$ cat src/rtl/rca_ctrl_pkg.sv
// Shared constants and state type for the ripple-carry adder issue/capture controller.
package rca_ctrl_pkg;

    localparam int unsigned RCA_WIDTH  = 32;
    localparam int unsigned SETTLE_MAX = 15;
    localparam int unsigned CNT_W      = 4;

    typedef enum logic [1:0] {
        IDLE   = 2'd0,
        SETTLE = 2'd1,
        DONE   = 2'd2
    } ctrl_state_t;

endpackage

$ cat src/rtl/rca_flags.sv
// Combinational status flags for a captured adder result: zero and signed overflow.
module rca_flags
    import rca_ctrl_pkg::*;
#(
    parameter int unsigned WIDTH = RCA_WIDTH
) (
    input  logic             s_msb,
    input  logic             a_msb,
    input  logic             b_msb,
    input  logic [WIDTH-1:0] sum,
    output logic             zero,
    output logic             ovf
);

    assign zero = (sum == '0);
    // Same-sign operands producing an opposite-sign result.
    assign ovf  = (a_msb == b_msb) && (s_msb != a_msb);

endmodule

$ cat src/rtl/rca_multicycle_ctrl.sv
// Holds operands stable on an external ripple-carry adder for SETTLE_CYCLES, then captures
// the result. Optional subtract support is enabled with the RCA_CTRL_SUB_EN macro.
module rca_multicycle_ctrl
    import rca_ctrl_pkg::*;
#(
    parameter int unsigned WIDTH         = RCA_WIDTH,
    parameter int unsigned SETTLE_CYCLES = 2
) (
    input  logic             clk,
    input  logic             rst_n,
    input  logic             in_valid,
    output logic             in_ready,
    input  logic [WIDTH-1:0] in_a,
    input  logic [WIDTH-1:0] in_b,
    input  logic             in_cin,
`ifdef RCA_CTRL_SUB_EN
    input  logic             in_sub,
`endif
    output logic [WIDTH-1:0] add_a,
    output logic [WIDTH-1:0] add_b,
    output logic             add_cin,
    input  logic [WIDTH-1:0] add_s,
    input  logic             add_cout,
    output logic             out_valid,
    input  logic             out_ready,
    output logic [WIDTH-1:0] out_sum,
    output logic             out_cout,
    output logic             out_zero,
    output logic             out_ovf,
    output logic             busy
);

    if (SETTLE_CYCLES < 1 || SETTLE_CYCLES > SETTLE_MAX) begin : g_bad_settle
        $error("rca_multicycle_ctrl: SETTLE_CYCLES must be in 1..%0d", SETTLE_MAX);
    end

    localparam logic [CNT_W-1:0] CNT_INIT = CNT_W'(SETTLE_CYCLES - 1);

    ctrl_state_t      state_q, state_d;
    logic [CNT_W-1:0] cnt_q, cnt_d;
    logic             load, capture;
    logic [WIDTH-1:0] eff_b;
    logic             eff_cin;
    logic             flag_zero, flag_ovf;

`ifdef RCA_CTRL_SUB_EN
    // Subtract as A + ~B + 1; carry-out then reads as not-borrow.
    assign eff_b   = in_sub ? ~in_b : in_b;
    assign eff_cin = in_sub ? 1'b1 : in_cin;
`else
    assign eff_b   = in_b;
    assign eff_cin = in_cin;
`endif

    assign in_ready  = (state_q == IDLE) || ((state_q == DONE) && out_ready);
    assign out_valid = (state_q == DONE);
    assign busy      = (state_q != IDLE);

    always_comb begin
        state_d = state_q;
        cnt_d   = cnt_q;
        load    = 1'b0;
        capture = 1'b0;
        unique case (state_q)
            IDLE: begin
                if (in_valid) begin
                    load    = 1'b1;
                    cnt_d   = CNT_INIT;
                    state_d = SETTLE;
                end
            end
            SETTLE: begin
                if (cnt_q != '0) begin
                    cnt_d = cnt_q - CNT_W'(1);
                end else begin
                    capture = 1'b1;
                    state_d = DONE;
                end
            end
            DONE: begin
                if (out_ready) begin
                    if (in_valid) begin
                        load    = 1'b1;
                        cnt_d   = CNT_INIT;
                        state_d = SETTLE;
                    end else begin
                        state_d = IDLE;
                    end
                end
            end
            default: state_d = IDLE;
        endcase
    end

    rca_flags #(
        .WIDTH (WIDTH)
    ) u_flags (
        .s_msb (add_s[WIDTH-1]),
        .a_msb (add_a[WIDTH-1]),
        .b_msb (add_b[WIDTH-1]),
        .sum   (add_s),
        .zero  (flag_zero),
        .ovf   (flag_ovf)
    );

    always_ff @(posedge clk) begin
        if (!rst_n) begin
            state_q  <= IDLE;
            cnt_q    <= '0;
            add_a    <= '0;
            add_b    <= '0;
            add_cin  <= 1'b0;
            out_sum  <= '0;
            out_cout <= 1'b0;
            out_zero <= 1'b0;
            out_ovf  <= 1'b0;
        end else begin
            state_q <= state_d;
            cnt_q   <= cnt_d;
            if (load) begin
                add_a   <= in_a;
                add_b   <= eff_b;
                add_cin <= eff_cin;
            end
            if (capture) begin
                out_sum  <= add_s;
                out_cout <= add_cout;
                out_zero <= flag_zero;
                out_ovf  <= flag_ovf;
            end
        end
    end

endmodule

$ cat config.mk
export PLATFORM = sky130hd
export DESIGN_NAME = rca_multicycle_ctrl
export DESIGN_NICKNAME = d
export VERILOG_FILES = /design/src/rtl/rca_ctrl_pkg.sv /design/src/rtl/rca_flags.sv /design/src/rtl/rca_multicycle_ctrl.sv
export SDC_FILE = /design/constraint.sdc
export NUM_CORES = 1
export LEC_CHECK = 0
export CAP_MARGIN = 20
export CORE_MARGIN = 2
export CORE_UTILIZATION = 30
export DETAILED_ROUTE_END_ITERATION = 8
export PLACE_DENSITY = 0.71
export SETUP_SLACK_MARGIN = 0.1
export SYNTH_ARGS = -nofsm -noshare
export SYNTH_HDL_FRONTEND = slang
export SYNTH_SLANG_ARGS = --single-unit
$ cat constraint.sdc
create_clock -name clk -period 4.35 [get_ports clk]
set_clock_uncertainty 0.15 [all_clocks]
set_input_delay 1.0875 -clock clk [delete_from_list [all_inputs] [get_ports clk]]
set_output_delay 1.0875 -clock clk [all_outputs]
set_load 0.005 [all_outputs]
==> impl_metrics.tcl <==
set metrics [dict create \
    outcome "complete, no violations" \
    mostFrequentLayoutCells "clkdlybuf4s50_1, nand2_1, dfxtp_1" \
    drt_iter0_markers 273 \
    rsz0062_at_grt "no" \
    fillers 1222 \
    clock_path_buffers 2 \
    grt_max_degree 105 \
    min_period_ps 3500 \
    start_util 0.306 \
    die_x_um 117 \
    yosysUniqueCellTypes 27 \
    cts-root-buf "clkbuf_16" \
    n_antenna_cell 0 \
    instances_no_fill 854 \
    hp-class "flip-flop to flip-flop" \
    postLayoutCoreUtil 0.495 \
    layout.nets 782 \
    synthTopCellsByArea "dfxtp_1, nand2_1, a21oi_1" \
    leakage_uw 0.00223 \
    grt_usage 0.160 \
    final_common_cell "clkdlybuf4s50_1" \
    synth_top_area_frac 0.549 \
    tightest_slew_ps 1090 \
    p_per_area_nw_per_um2 364 \
    cts.sinks 106 \
    grt_pass1_wl_um 18200 \
    hold_violations 0 \
    hold_depth 2 \
    holdWs_ps 302 \
    finalSetupTns_ps 0 \
    antenna_found_initial 0 \
    relSlewSlack 0.276 \
    ys_seq_elements 106 \
    post_cts_resized 0 \
    holdBufCountCts 0 \
    vias 3941 \
    fin_crit_sh 0.806 \
    grt_pass1_vias 3748 \
    numCtsBuffers 9 \
    netlist_area_sq_um 3860 \
    cts_tree "built" \
    synthCells 493 \
    die_h_um 117 \
    portBuffers 204 \
    max_cap_violations 0 \
    gp_congestion 0.754 \
    core_area_sq_um 12600 \
    finalMaxSlewViolations 0 \
    dp.final_hpwl_um 8090 \
    post_synth.cell_area_avg_sq_um 7.84 \
    cts_max_level 3 \
    synth_top_area_cell "dfxtp_1" \
    drc 0 \
    critPathRequiredTime_ps 3110 \
    syn2layout_area_growth_pct 61.7 \
    seq_area_frac_synth 0.549 \
    setup_viol 0 \
    startpoint_type "input pin" \
    grt-ovfl-total 0 \
    fmax_mhz 285 \
    post_cts_buffers 0 \
    drive_gt1_frac 0.0293 \
    ios 205 \
    via_per_inst 4.61 \
    die_area_sq_um 13800 \
    firstDrtPassIters 5 \
    vdd_drop_max_uv 155 \
    place_inst 839 \
    clkTransAtPathRegs_ps 60 \
    ys_warn_count 0 \
    arrival_ps 2270 \
    worst_skew_pair.late_latency_ps 340 \
    rows 41 \
    worstPathMaxFanout 2 \
    worstRegToRegCells 7 \
    ant_nets 0 \
    critPathKind "input pin to output pin" \
    syn-num-nets 597 \
    end_kind "output pin" \
    power.total_uw 2270 \
    routed_wirelength_um 11400 \
    wire_per_inst_um 13.3 \
]
[stage by stage]
stage,setup WS [ps],instance area [sq um]
6_report,845,6250
5_1_grt,787,6250
3_5_place_dp,839,6000
2_1_floorplan,1840,3860
3_3_place_gp,851,6000
4_1_cts,840,6250
[final timing paths]
check / end / slack, ps / from
worst min register to register: add_a[27] / 300 / add_a[27]
worst max register to register: out_sum[8] / 1830 / cnt_q[0]
worst min-delay path: add_a[27] / 300 / add_a[27]
worst max-delay path: in_ready / 850 / out_ready
[logic make-up after synthesis]
group                    after synthesis  share of synthesized area
AO/OA/AOI/OAI                        107                      0.143
adder cells (fa/ha/maj)                2                    0.00648
buffers and inverters                 38                     0.0505
flip-flops                           106                      0.549
AND/OR/NAND/NOR                      240                      0.251
[layout make-up]
class                   count  area, sq um  area share
multi-input cells         349         1560       0.250
inverters                   3         12.5     0.00200
well taps                 172          215      0.0344
repair buffers            209         2090       0.335
clock buffers              15          248      0.0396
flip-flops and latches    106         2120       0.340
[sequential cells by signal (all words and copies together), names as in the netlist]
| signal | cells |
|---|---|
| add_b | 32 |
| cnt_q | 4 |
| add_cin | 1 |
| state_q | 2 |
| out_cout | 1 |
| out_zero | 1 |
| out_sum | 32 |
| out_ovf | 1 |
| add_a | 32 |
[worst max-delay path, cell delays in order]
cell             delay, ps
clkdlybuf4s50_1        420
nor2b_1                240
nor2_1                  70
clkdlybuf4s50_1        460
[cell usage after synthesis]
master    count
nand2_1     199
nor4_1        8
nand4_1       1
or4b_1        1
nor2_1       15
clkbuf_1     13
nor3_1        2
o21ai_1       2
inv_2         1
o31ai_1       1
a211oi_1      1
or2_2         1
a311oi_1      1
nor3b_2       1
or2_0         1
ha_1          2
a32o_1        1
buf_2        12
dfxtp_1     106
inv_1         2
a31oi_1       1
nand3_1       3
a21oi_1      99
buf_4        10
o22ai_1       1
nor2b_1       3
nand2b_1      5
[report_power, final]
part           internal [uW]  switching, uW
Combinational            266            204
Sequential              1050           41.3
Clock                    387            329
[routing by layer]
metal	vias up	global-route usage	wire, um
li1	1968	-	-
met1	1810	0.182	4710
met2	147	0.273	5490
met3	16	0.0601	933
met4	0	0.0648	226
met5	-	0	0
Note: power is estimated with default switching activity, not from simulation.
